==> src/rtl/mem_stage.sv <==
// Memory-access pipeline stage: holds one instruction, issues at most one data-memory
// request for it, and hands the finished result to WB through a registered output slot.
module mem_stage #(
    parameter int EX2MEM_W = 107,
    parameter int MEM2WB_W = 102
) (
    input  logic                clk,
    input  logic                rst,
    input  logic [EX2MEM_W-1:0] ex2mem_bus_i,
    input  logic                ex2mem_valid_i,
    output logic                mem_allowin_o,
    output logic [MEM2WB_W-1:0] mem2wb_bus_o,
    output logic                mem2wb_valid_o,
    input  logic                wb_allowin_i,
    output logic                dm_req_o,
    output logic                dm_we_o,
    output logic [31:0]         dm_addr_o,
    output logic [3:0]          dm_wstrb_o,
    output logic [31:0]         dm_wdata_o,
    input  logic                dm_ready_i,
    input  logic [31:0]         dm_rdata_i,
    output logic [4:0]          forward_mem_dest_o,
    output logic [31:0]         forward_mem_data_o,
    output logic                forward_mem_busy_o,
    output logic [31:0]         ctl_mem_pc_o,
    output logic                dbg_mem_state
);

    // Handshake: a word moves across an interface at a rising edge exactly when the
    // sender's valid and the receiver's allowin are both high in the preceding cycle;
    // an unaccepted word is held unchanged by its sender.

    typedef enum logic {
        S_IDLE = 1'b0,
        S_REQ  = 1'b1
    } state_t;

    state_t      state;
    logic        in_valid;
    logic        done_hold;
    logic [31:0] held_rdata;

    logic [4:0]  r_wdest;
    logic        r_we;
    logic        r_rd;
    logic        r_wr;
    logic [1:0]  r_size;
    logic        r_sext;
    logic [31:0] r_alu;
    logic [31:0] r_sd;
    logic [31:0] r_pc;

    logic [4:0]  ex_wdest;
    logic        ex_we;
    logic        ex_rd;
    logic        ex_wr;
    logic [1:0]  ex_size;
    logic        ex_sext;
    logic [31:0] ex_alu;
    logic [31:0] ex_sd;
    logic [31:0] ex_pc;
    logic        ex_memop;

    logic        memop;
    logic        misaligned;
    logic        rsp;
    logic        in_done;
    logic        out_free;
    logic        transfer;
    logic        accept;
    logic        we_eff;

    logic [31:0] rdata_eff;
    logic [31:0] lane_word;
    logic [7:0]  ld_byte;
    logic [15:0] ld_half;
    logic [31:0] load_val;
    logic [31:0] result;
    logic [31:0] dbg_addr;
    logic [3:0]  st_strb;
    logic [31:0] st_data;

    // size 2'b11 falls into the word case
    function automatic logic aligned_f(input logic [1:0] size, input logic [1:0] addr);
        case (size)
            2'b00:   return 1'b1;
            2'b01:   return !addr[0];
            default: return addr == 2'b00;
        endcase
    endfunction

    assign {ex_wdest, ex_we, ex_rd, ex_wr, ex_size, ex_sext} = ex2mem_bus_i[106:96];
    assign ex_alu   = ex2mem_bus_i[95:64];
    assign ex_sd    = ex2mem_bus_i[63:32];
    assign ex_pc    = ex2mem_bus_i[31:0];
    assign ex_memop = (ex_rd || ex_wr) && aligned_f(ex_size, ex_alu[1:0]);

    assign misaligned = (r_rd || r_wr) && !aligned_f(r_size, r_alu[1:0]);
    assign memop      = (r_rd || r_wr) && !misaligned;
    assign rsp        = done_hold || dm_ready_i;
    assign in_done    = in_valid && (!memop || (state == S_REQ && rsp));
    assign out_free   = !mem2wb_valid_o || wb_allowin_i;
    assign transfer   = in_done && out_free;
    assign mem_allowin_o = !rst && (!in_valid || transfer);
    assign accept     = ex2mem_valid_i && mem_allowin_o;
    assign we_eff     = r_we && !misaligned;

    always_comb begin
        rdata_eff = done_hold ? held_rdata : dm_rdata_i;
        lane_word = rdata_eff >> {r_alu[1:0], 3'b000};
        ld_byte   = lane_word[7:0];
        ld_half   = r_alu[1] ? rdata_eff[31:16] : rdata_eff[15:0];
        case (r_size)
            2'b00:   load_val = {{24{r_sext & ld_byte[7]}}, ld_byte};
            2'b01:   load_val = {{16{r_sext & ld_half[15]}}, ld_half};
            default: load_val = rdata_eff;
        endcase
        if (misaligned)
            result = 32'h0;
        else if (r_rd)
            result = load_val;
        else
            result = r_alu;
        dbg_addr = memop ? r_alu : 32'h0;
    end

    always_comb begin
        case (r_size)
            2'b00: begin
                st_strb = 4'b0001 << r_alu[1:0];
                st_data = {4{r_sd[7:0]}};
            end
            2'b01: begin
                st_strb = 4'b0011 << {r_alu[1], 1'b0};
                st_data = {2{r_sd[15:0]}};
            end
            default: begin
                st_strb = 4'b1111;
                st_data = r_sd;
            end
        endcase
    end

    // once a response is latched the request drops so memory sees exactly one access
    assign dm_req_o   = !rst && (state == S_REQ) && !done_hold;
    assign dm_we_o    = dm_req_o && r_wr;
    assign dm_addr_o  = {r_alu[31:2], 2'b00};
    assign dm_wstrb_o = dm_we_o ? st_strb : 4'b0000;
    assign dm_wdata_o = st_data;

    assign forward_mem_dest_o = (in_valid && we_eff) ? r_wdest : 5'd0;
    assign forward_mem_data_o = in_valid ? result : 32'h0;
    assign forward_mem_busy_o = in_valid && r_rd && !in_done;
    assign ctl_mem_pc_o       = in_valid ? r_pc : 32'h0;
    assign dbg_mem_state      = (state == S_REQ);

    always_ff @(posedge clk) begin
        if (rst) begin
            state          <= S_IDLE;
            in_valid       <= 1'b0;
            done_hold      <= 1'b0;
            held_rdata     <= 32'h0;
            r_wdest        <= 5'd0;
            r_we           <= 1'b0;
            r_rd           <= 1'b0;
            r_wr           <= 1'b0;
            r_size         <= 2'b00;
            r_sext         <= 1'b0;
            r_alu          <= 32'h0;
            r_sd           <= 32'h0;
            r_pc           <= 32'h0;
            mem2wb_valid_o <= 1'b0;
            mem2wb_bus_o   <= '0;
        end else begin
            if (accept) begin
                in_valid <= 1'b1;
                r_wdest  <= ex_wdest;
                r_we     <= ex_we;
                r_rd     <= ex_rd;
                r_wr     <= ex_wr;
                r_size   <= ex_size;
                r_sext   <= ex_sext;
                r_alu    <= ex_alu;
                r_sd     <= ex_sd;
                r_pc     <= ex_pc;
            end else if (transfer) begin
                in_valid <= 1'b0;
            end

            if (transfer) begin
                mem2wb_valid_o <= 1'b1;
                mem2wb_bus_o   <= {r_wdest, we_eff, result, dbg_addr, r_pc};
            end else if (wb_allowin_i) begin
                mem2wb_valid_o <= 1'b0;
            end

            case (state)
                S_IDLE: begin
                    if (accept && ex_memop)
                        state <= S_REQ;
                end
                S_REQ: begin
                    if (rsp && out_free) begin
                        done_hold <= 1'b0;
                        state     <= (accept && ex_memop) ? S_REQ : S_IDLE;
                    end else if (dm_ready_i && !done_hold) begin
                        done_hold  <= 1'b1;
                        held_rdata <= dm_rdata_i;
                    end
                end
                default: state <= S_IDLE;
            endcase
        end
    end

endmodule

==> config.mk <==
export PLATFORM = sky130hd
export DESIGN_NAME = mem_stage
export DESIGN_NICKNAME = d
export VERILOG_FILES = /design/src/rtl/mem_stage.sv
export SDC_FILE = /design/constraint.sdc
export NUM_CORES = 1
export LEC_CHECK = 0
export CORE_ASPECT_RATIO = 1.2
export CORE_UTILIZATION = 35
export CTS_BUF_LIST = sky130_fd_sc_hd__clkbuf_16
export CTS_CLUSTER_SIZE = 8
export DETAILED_ROUTE_END_ITERATION = 10
export GPL_ROUTABILITY_DRIVEN = 0
export GPL_TIMING_DRIVEN = 0
export SYNTH_ARGS = -nofsm -noshare
export SYNTH_HDL_FRONTEND = slang
export SYNTH_SLANG_ARGS = --single-unit
==> constraint.sdc <==
create_clock -name clk -period 5.3 [get_ports clk]
set_input_delay 1.06 -clock clk [delete_from_list [all_inputs] [get_ports clk]]
set_output_delay 1.06 -clock clk [all_outputs]
set_load 0.05 [all_outputs]
# Word level (Yosys, flattened, before mapping)

Index checks and enable logic that the tools add are counted.

Register bits after elaboration: 245
Bits of input ports: 144
Output and inout bits: 245
Word-level logic and storage cells: 90

Equality and inequality tests: 2
Shifts and indexed selects: 3
Multiplexer cells: 23
Bitwise gates (word level): 4
Reduce and logical (&&, ||, !) cells: 43

Operator list:

| cell                                                                  | count |
|---|---|
| 32-bit 2-to-1 mux                                                     | 6 |
| 32-bit case mux with 2 select lines                                   | 2 |
| 32-bit by 5-bit right shift with 8-bit output                         | 1 |
| 1-bit logical AND                                                     | 18 |
| 16-bit 2-to-1 mux                                                     | 1 |
| 1-bit logical NOT                                                     | 10 |
| 2-bit logical NOT                                                     | 4 |
| 1-bit 2-to-1 mux                                                      | 8 |
| 4-bit case mux with 2 select lines                                    | 1 |
| 1-bit logical OR                                                      | 6 |
| 1-bit case mux with 2 select lines                                    | 3 |
| 2-bit nonzero test                                                    | 3 |
| 5-bit 2-to-1 mux                                                      | 1 |
| 2-bit by 1-bit equality test with 1-bit output, second input constant | 2 |
| 4-bit 2-to-1 mux                                                      | 1 |
| 1-bit by 2-bit left shift with 4-bit output, first input constant     | 1 |
| 2-bit by 2-bit left shift with 4-bit output, first input constant     | 1 |
| 3-bit AND reduction                                                   | 1 |
| 1-bit AND                                                             | 2 |
| 1-bit NOT                                                             | 2 |
| 2-bit AND reduction                                                   | 1 |

# Logic depth before layout (Yosys ltp)

Gate-level depths: netlist of run 1.

Word-level depth: 17
Depth in mapped cells: 9
Depth with buffers taken out: 5

# Worst setup path after synthesis of run 1

Ideal clock, no wire load.

Kind: input -> output
From: in rst
To: out dm_wstrb_o[1]
Arrival: 3587 ps
Required time: 4240 ps
Setup slack: 653 ps
Cell stages on the path: 4
Cell sequence: clkbuf_1 nor3b_1 nand2_1 a21oi_1

Word-level cells in the longest chain between the ends: 5

Ends and longest elaborated chain:

| element                         | RTL line | text |
|---|---|---|
| from (decl)                     | 8        | `input logic rst,` |
| 1-bit logical NOT               | 145      | `assign dm_req_o = !rst && (state == S_REQ) && !done_hold;` |
| 1-bit logical AND (2 in series) | 145      |  |
| via dm_req_o                    | 15       | `output logic dm_req_o,` |
| 1-bit logical AND               | 146      | `assign dm_we_o = dm_req_o && r_wr;` |
| 4-bit 2-to-1 mux                | 148      | `assign dm_wstrb_o = dm_we_o ? st_strb : 4'b0000;` |
| to (decl)                       | 18       | `output logic [3:0] dm_wstrb_o,` |

The timed path passes the listed nets, and every way through them passes these cells.

# Worst setup path in the final report of run 1

From: in rst
To: out mem_allowin_o

Word-level cells in the longest chain between the ends: 2

Ends and longest elaborated chain:

| element           | RTL line | text |
|---|---|---|
| 1-bit logical NOT | 104      | `assign mem_allowin_o = !rst && (!in_valid \|\| transfer);` |
| 1-bit logical AND | 104      |  |
| to (decl)         | 11       | `output logic mem_allowin_o,` |

Every way passes these cells.

==> results of run 1 <==
==> layer usage <==
layer  vias up  global-route usage, %  share of wire, %
met5         -                      0                 0
met4         0                   11.1               3.8
met3       104                   6.49               8.0
met2       545                   49.0                49
met1      5435                   31.8                40
li1       5674                      -                 -
==> worst max-delay path, cell delays in order <==
cell and delay [ns]:
clkdlybuf4s50_1 0.73, clkbuf_1 0.43, clkbuf_2 0.40, clkbuf_1 0.43, a21oi_1 0.18, clkdlybuf4s50_1 0.74
==> where the power goes <==
part           total (W)  internal (W)  leakage, nW  switching, W
clock network    0.00204       0.00123        0.473      0.000808
registers        0.00206       0.00195         2.01      0.000101
logic            0.00122      0.000444         4.15      0.000779
==> cells by family after synthesis <==
logic type / count (synthesis) / share of synthesized area, %
AND/OR/NAND/NOR: 678 / 26.3
flip-flops: 245 / 43.6
buffers and inverters: 163 / 7.72
AO/OA/AOI/OAI: 289 / 16.7
other: 1 / 0.0333
multiplexers: 60 / 5.61
==> synth_stat cells, types with 25 or more instances <==
cell type / number / area, sq um
and2_1: 35 / 219
and3_1: 38 / 238
o21ai_0: 34 / 170
nor2_1: 50 / 188
a21oi_1: 136 / 681
clkbuf_1: 61 / 229
mux2i_1: 36 / 360
nand2_1: 422 / 1580
nand3_1: 111 / 556
dfxtp_1: 245 / 4900
buf_2: 25 / 125
buf_4: 46 / 345
==> state kept, by name, summed over array words and instances, names as in the netlist <==
register,flops
mem2wb_bus_o,102
r_sd,32
held_rdata,32
r_sext,1
r_we,1
r_wr,1
r_wdest,5
r_rd,1
r_size,2
r_pc,32
dbg_mem_state,1
mem2wb_valid_o,1
in_valid,1
done_hold,1
r_alu,32
==> final timing paths <==
check / from / end / slack [ns] / cells after the start
setup / recovery: rst / mem_allowin_o / 0.24 / 6
hold / removal: r_sd[17]$_SDFFE_PP0P_ / r_sd[17]$_SDFFE_PP0P_ / 0.45 / 2
setup reg to reg: dbg_mem_state$_SDFF_PP0_ / r_wdest[0]$_SDFFE_PP0P_ / 2.91 / 7
hold reg to reg: r_sd[17]$_SDFFE_PP0P_ / r_sd[17]$_SDFFE_PP0P_ / 0.45 / 2
==> stage by stage <==
stage	power (W)	util, %	hold slack (ns)	worst slack [ns]
2_1_floorplan	0.00280	-	0.431	0.653
3_3_place_gp	0.00330	49.7	0.438	0.0531
3_5_place_dp	0.00331	49.7	0.445	0.0802
4_1_cts	0.00536	52.7	0.452	0.0657
5_1_grt	0.00551	52.7	0.467	0.172
6_report	0.00531	52.7	0.449	0.242
==> cell type report <==
class,count,area [sq um]
Timing Repair Buffer,386,3860
Inverter,6,22.5
Clock buffer,37,926
Multi-Input combinational cell,1029,5480
Clock inverter,3,27.5
Sequential cell,245,4900
Tap cell,401,502
Antenna cell,1,2.50
Fill cell,3067,14900
Buffer,157,847
==> timing repair <==
item,CTS,global route
endpoints found under the hold margin,0,0
endpoints found under the setup margin,0,1
resized for setup,0,2
==> reports/metrics.yaml, run 1 <==
outcome:
  status: "finished with violations"
  violations: "design-rule violations"
floorplan:
  num_rows: 71
  die-area_sq_um: 32900
  chipWidth_um: 166
  core_sq_um: 31400
  die_h_um: 198
  io_pins: 389
  start_util_pct: 35.8
critical_path:
  crit_arrival_ns: 4.00
  cp_max_fo: 10
  crit_path_end_kind: "primary output"
  critPathKind: "input pin to primary output"
  startpoint_type: "input pin"
  cp.required_ns: 4.24
cells_and_area:
  nets: 2005
  syn2layout_area_growth_pct: 47.3
  final_common_cell: "nand2_1"
  final_cells: 2265
  final_area_sq_um: 16600
  final_cell_mix: "nand2_1, clkdlybuf4s50_1, dfxtp_1, a21oi_1, nand3_1"
  drive_gt1_share_pct: 8.86
global_routing:
  grt_pass1_vias: 11411
  grt_max_degree: 11
  antenna_found_initial: 2
  grt_pass1_wl_um: 68700
  grt-ovfl-total: 0
  grtUsageTotal_pct: 27.5
drt:
  drtAntennaViolNets: 0
  wirelength_um: 46200
  via_per_inst: 5.19
  drt_pass1_iterations: 8
  drt_iter0_drc: 871
  routedWlPerCell_um: 20.4
  vias: 11758
  drc: 52
clocking:
  htree_levels: 2
  tritoncts: "done"
  clk_latency_ns: 0.53
  cts_setup_buffers: 0
  cts_made_buffers: 36
  root_buffer: "clkbuf_16"
  cts_sinks: 245
  clk_path_buf_depth: 3
  clkTransAtPathRegs_ns: 0.05
  cts_hold_buf: 0
timing:
  final-hold-violation-count: 0
  fmax_mhz: 198
  worstMarginPinSlew_ns: 1.06
  setup_viol: 0
  finalCritPeriodShare_pct: 95.4
  finalMaxSlewViolations: 0
  rsz0062_at_grt: "no"
  fin_crit_ns: 5.06
  final.setup.tns_ns: 0
  worst_slew_margin_rel_pct: 29.7
  fin_skew_ns: 0.0280
power:
  p_leak_nw: 6.63
  ir_worst_vdd_mv: 0.185
  p_per_area_nw_per_um2: 321
synthesis:
  synth-edff-count: 0
  synthCells: 1436
  synth_area_sq_um: 11300
  yosysWarnings: 0
  yosysSeqAreaShare_pct: 43.6
  ys_async_sr_fraction_pct: 0
  synth.avg_cell_area_sq_um: 7.83
  yosys_register_bits: 245
  ys_types: 59
  synth_flop_cell: "dfxtp_1"
place:
  placed_cells: 2224
  dp_hpwl_um: 35300
  port_buffers: 386
  placed_area_sq_um: 15600
run:
  maxCapViolations: 0
min_path:
  hold_class: "flop to flop"
Power figures use the tool's default switching activity.
==> inputs of run 2 (changes only) <==
Settings changed: CORE_UTILIZATION 35 to 40, PLACE_DENSITY from default to 0.72.
==> run 2 against run 1 <==
Compared with the run above: the flow now finishes without violations; sequential share of layout area barely moved; fmax is 0.44% higher; critical path type unchanged; utilization rose by 7.7 points; critical endpoint unchanged; non-clock buffer count stayed put; largest cell class unchanged; critical path depth is the same; global-route usage is 2.5 points higher; power shrank 0.13%.
==> reports/metrics.yaml, run 2 (same netlist as run 1, synthesis figures left out) <==
timing:
  finalCritPeriodShare_pct: 95.0
  setup_slack_ns: 0.265
  setup_viol: 0
  fin_crit_ns: 5.04
  final-hold-violation-count: 0
  fin_skew_ns: 0.0116
  worst_slew_margin_rel_pct: 35.4
  final.setup.tns_ns: 0
  finalMaxSlewViolations: 0
  fmax_mhz: 199
  rsz0062_at_grt: "no"
  worstMarginPinSlew_ns: 0.969
clocking:
  root_buffer: "clkbuf_16"
  cts_sinks: 245
  cts_setup_buffers: 0
  tritoncts: "done"
  clkTransAtPathRegs_ns: 0.05
  clk_path_buf_depth: 3
  clk_latency_ns: 0.51
  cts_hold_buf: 0
  htree_levels: 2
  cts_made_buffers: 36
floorplan:
  chipWidth_um: 155
  num_rows: 66
  die_h_um: 186
  io_pins: 389
  start_util_pct: 41.0
  core_sq_um: 27400
  die-area_sq_um: 28800
critical_path:
  cp-startpoint: "rst"
  timing.rr.end: "mem2wb_bus_o[65]$_SDFFE_PP0P_"
  cp.required_ns: 4.24
  critPathCapture: "mem_allowin_o"
  cp_max_fo: 10
  critPathKind: "input pin to primary output"
  startpoint_type: "input pin"
  rr_startpoint: "dbg_mem_state$_SDFF_PP0_"
  r2r_setup_slack_ns: 2.87
  crit_arrival_ns: 3.98
  reg2regPathDepth: 7
  crit_path_end_kind: "primary output"
cells_and_area:
  largest_reg_flops: 102
  final_cell_mix: "nand2_1, clkdlybuf4s50_1, dfxtp_1, a21oi_1, nand3_1"
  drive_gt1_share_pct: 8.91
  regMostFlops: "mem2wb_bus_o"
  nets: 2005
  final_common_cell: "nand2_1"
  final_cells: 2239
  fin_util_pct: 60.4
  syn2layout_area_growth_pct: 47.2
power:
  p_sw_w: 0.00165
  p_per_area_nw_per_um2: 320
  pwr-share-clk_pct: 38.4
  intPower_w: 0.00365
  pwr-share-comb_pct: 22.9
  ir_worst_vdd_mv: 0.213
  swShare_pct: 31.2
  p_seq_share_pct: 38.7
  p_leak_nw: 6.64
global_routing:
  grt_pass1_vias: 11381
  use_met3_pct: 8.45
  grt_pass1_wl_um: 65500
  grt_max_degree: 11
  grt_use_met2_pct: 53.7
  antenna_found_initial: 2
  met1_usage_pct: 33.4
  grt-ovfl-total: 0
  top_usage_layer: "met2"
  grtUsageTotal_pct: 30.0
outcome:
  status: "finished clean"
drt:
  vias: 11821
  routedWlPerCell_um: 19.7
  drc: 0
  drt_iter0_drc: 769
  wirelength_um: 44200
  via_per_inst: 5.28
  drt_pass1_iterations: 5
  drtAntennaViolNets: 0
min_path:
  hold_class: "flop to flop"
place:
  placed_cells: 2197
  dp_hpwl_um: 33800
  port_buffers: 386
  dpl_worst_slack_ns: 0.0761
run:
  maxCapViolations: 0
## run 2: how the worst min path moves through the flow
stage,startpoint,endpoint,slack (ns),cells after the start
floorplan,r_sd[16]$_SDFFE_PP0P_,r_sd[16]$_SDFFE_PP0P_,0.43,2
global placement,held_rdata[10]$_SDFFE_PP0P_,held_rdata[10]$_SDFFE_PP0P_,0.44,2
detailed placement,r_sd[19]$_SDFFE_PP0P_,r_sd[19]$_SDFFE_PP0P_,0.45,2
CTS,mem2wb_bus_o[31]$_SDFFE_PP0P_,mem2wb_bus_o[31]$_SDFFE_PP0P_,0.45,2
global route,held_rdata[27]$_SDFFE_PP0P_,held_rdata[27]$_SDFFE_PP0P_,0.47,2
finish,mem2wb_bus_o[97]$_SDFFE_PP0P_,mem2wb_bus_o[97]$_SDFFE_PP0P_,0.45,2
## run 2: area by class of cell
type | count | area [sq um]
fill | 2531 | 10900
multi-input combinational | 1029 | 5480
sequential | 245 | 4900
timing repair buffer | 386 | 3860
clock buffer | 38 | 951
buffer | 157 | 847
tap | 374 | 468
clock inverter | 3 | 23.8
inverter | 6 | 22.5
antenna | 1 | 2.50
## run 2: routing by layer
| metal | share of wire, % | vias to the layer above | wire length (um) |
|---|---|---|---|
| li1 | - | 5662 | - |
| met1 | 37 | 5452 | 16500 |
| met2 | 50 | 590 | 21900 |
| met3 | 9.3 | 115 | 4090 |
| met4 | 3.7 | 2 | 1630 |
| met5 | 0.025 | - | 11 |
## run 2: what timing repair did
item                                   in CTS  in global routing
setup endpoints to repair                   0                  1
gates resized for setup                     0                  2
endpoints found under the hold margin       0                  0
## run 2: critical path, stage by stage
cell and delay, ns:
clkdlybuf4s50_1 0.73, clkbuf_1 0.39, clkbuf_2 0.39, clkbuf_1 0.45, a21oi_1 0.19, clkdlybuf4s50_1 0.75
## run 2: power by group through the flow
| stage | combinational [W] | clock (W) | sequential (W) |
|---|---|---|---|
| final | 0.00122 | 0.00204 | 0.00205 |
| after CTS | 0.00121 | 0.00207 | 0.00205 |
| after detailed placement | 0.00121 | 0 | 0.00209 |
| after floorplan | 0.000610 | 0 | 0.00219 |
| after global routing | 0.00128 | 0.00216 | 0.00206 |
| after global placement | 0.00120 | 0 | 0.00208 |
## run 2: metrics by stage
step                power (W)  cell area, sq um  hold slack, ns
detailed placement    0.00330             15600           0.445
finish                0.00531             16600           0.451
floorplan             0.00280             11300           0.431
global route          0.00550             16600           0.468
CTS                   0.00534             16600           0.452
global placement      0.00329             15600           0.439
==> inputs of run 3 (changes only) <==
Settings changed: CORE_MARGIN from default to 3, CTS_BUF_LIST sky130_fd_sc_hd__clkbuf_16 to sky130_fd_sc_hd__clkbuf_8.
==> run 3 against run 2 <==
Compared with the run above: fmax shrank 0.11%; design area down 1.2%; clock skew rose by 0.020 ns; worst setup slack worse by 0.0053 ns.
==> reports/metrics.yaml, run 3 (same netlist as run 1, synthesis figures left out) <==
floorplan:
  num_rows: 66
  core_sq_um: 27400
  start_util_pct: 41.0
  chipWidth_um: 159
  die_h_um: 190
  io_pins: 389
  die-area_sq_um: 30200
cells_and_area:
  nets: 2010
  regArea_sq_um: 4900
  fillers: 2595
  regMostFlops: "mem2wb_bus_o"
  drive_gt1_share_pct: 9.58
  final_area_sq_um: 16400
  fin_util_pct: 59.7
  multiInputGateArea_sq_um: 5480
  final_cell_mix: "nand2_1, clkdlybuf4s50_1, dfxtp_1, a21oi_1, nand3_1"
  syn2layout_area_growth_pct: 45.4
  final_common_cell: "nand2_1"
  largest_reg_flops: 102
power:
  p_leak_nw: 6.60
  ir_worst_vdd_mv: 0.178
  p_per_area_nw_per_um2: 299
  power_w: 0.00489
place:
  dpl_worst_slack_ns: 0.140
  dp_hpwl_um: 34600
  placed_area_sq_um: 15600
  port_buffers: 386
timing:
  fin_crit_ns: 5.04
  final-hold-violation-count: 0
  setup_slack_ns: 0.259
  finalMaxSlewViolations: 0
  worst_slew_margin_rel_pct: 33.2
  worstMarginPinSlew_ns: 1.00
  finalCritPeriodShare_pct: 95.1
  fmax_mhz: 198
  setup_viol: 0
  rsz0062_at_grt: "no"
  final.setup.tns_ns: 0
  fin_skew_ns: 0.0312
drt:
  wirelength_met1_um: 17100
  wl_met3_um: 3820
  wirelength_um: 45200
  drc: 0
  drtAntennaViolNets: 0
  vias: 12016
  top_layer: "met5"
  via_per_inst: 5.31
  wl_met2_um: 22600
  routedWlPerCell_um: 20.0
  drt_iter0_drc: 843
  drt_pass1_iterations: 5
clocking:
  clk_latency_ns: 0.56
  htree_levels: 2
  cts_sinks: 245
  clkTransAtPathRegs_ns: 0.05
  root_buffer: "clkbuf_8"
  tritoncts: "done"
  cts_resized: 0
  cts_hold_buf: 0
  cts_made_buffers: 41
  clk_path_buf_depth: 3
  cts_setup_buffers: 0
critical_path:
  crit_path_end_kind: "primary output"
  cp.required_ns: 4.24
  cp-startpoint: "rst"
  critPathKind: "input pin to primary output"
  r2r_setup_slack_ns: 2.89
  startpoint_type: "input pin"
  rr_startpoint: "dbg_mem_state$_SDFF_PP0_"
  cp_max_fo: 10
  crit_arrival_ns: 3.98
min_path:
  hold_start: "held_rdata[8]$_SDFFE_PP0P_"
  hold_class: "flop to flop"
global_routing:
  grt_pass1_wl_um: 67800
  grt-ovfl-total: 0
  grt_pass1_vias: 11691
  grtUsageTotal_pct: 28.4
  grt_max_degree: 11
  antenna_found_initial: 2
outcome:
  status: "finished clean"
run:
  maxCapViolations: 0
==> run 3: power by group <==
part	switching (W)	leakage, nW	internal, W
combinational	0.000776	4.15	0.000444
sequential	0.000101	2.01	0.00195
clock	0.000757	0.444	0.000857
total	0.00163	6.60	0.00325
==> run 3: routing by layer <==
layer / track usage (%) / up-vias
met5: 0 / -
met4: 10.1 / 2
met3: 7.25 / 105
met2: 51.8 / 539
met1: 32.2 / 5660
li1: - / 5710
==> run 3: worst max-delay path, cell delays in order <==
cell             delay, ns
clkdlybuf4s50_1       0.80
clkbuf_1              0.41
clkbuf_2              0.42
clkbuf_1              0.43
a21oi_1               0.12
clkdlybuf4s50_1       0.73
==> run 3: area by class of cell <==
class / count / area share (%)
plain buffers: 157 / 5.18
diodes: 1 / 0.0153
clock buffers: 51 / 4.29
inverters: 6 / 0.138
flip-flops and latches: 245 / 30.0
multi-input cells: 1029 / 33.5
well taps: 374 / 2.86
clock inverters: 16 / 0.405
repair buffers: 386 / 23.6
==> run 3: per-stage QoR <==
stage / cells / hold WS [ns]
2_1_floorplan: 1437 / 0.431
3_3_place_gp: 2197 / 0.438
3_5_place_dp: 2197 / 0.443
4_1_cts: 2264 / 0.450
5_1_grt: 2265 / 0.463
6_report: 2265 / 0.449
==> run 3: worst paths after layout <==
path	cells past startpoint	end
worst max-delay path	6	mem_allowin_o
worst min-delay path	2	held_rdata[8]$_SDFFE_PP0P_
worst max register to register	7	mem2wb_bus_o[41]$_SDFFE_PP0P_
worst min register to register	2	held_rdata[8]$_SDFFE_PP0P_
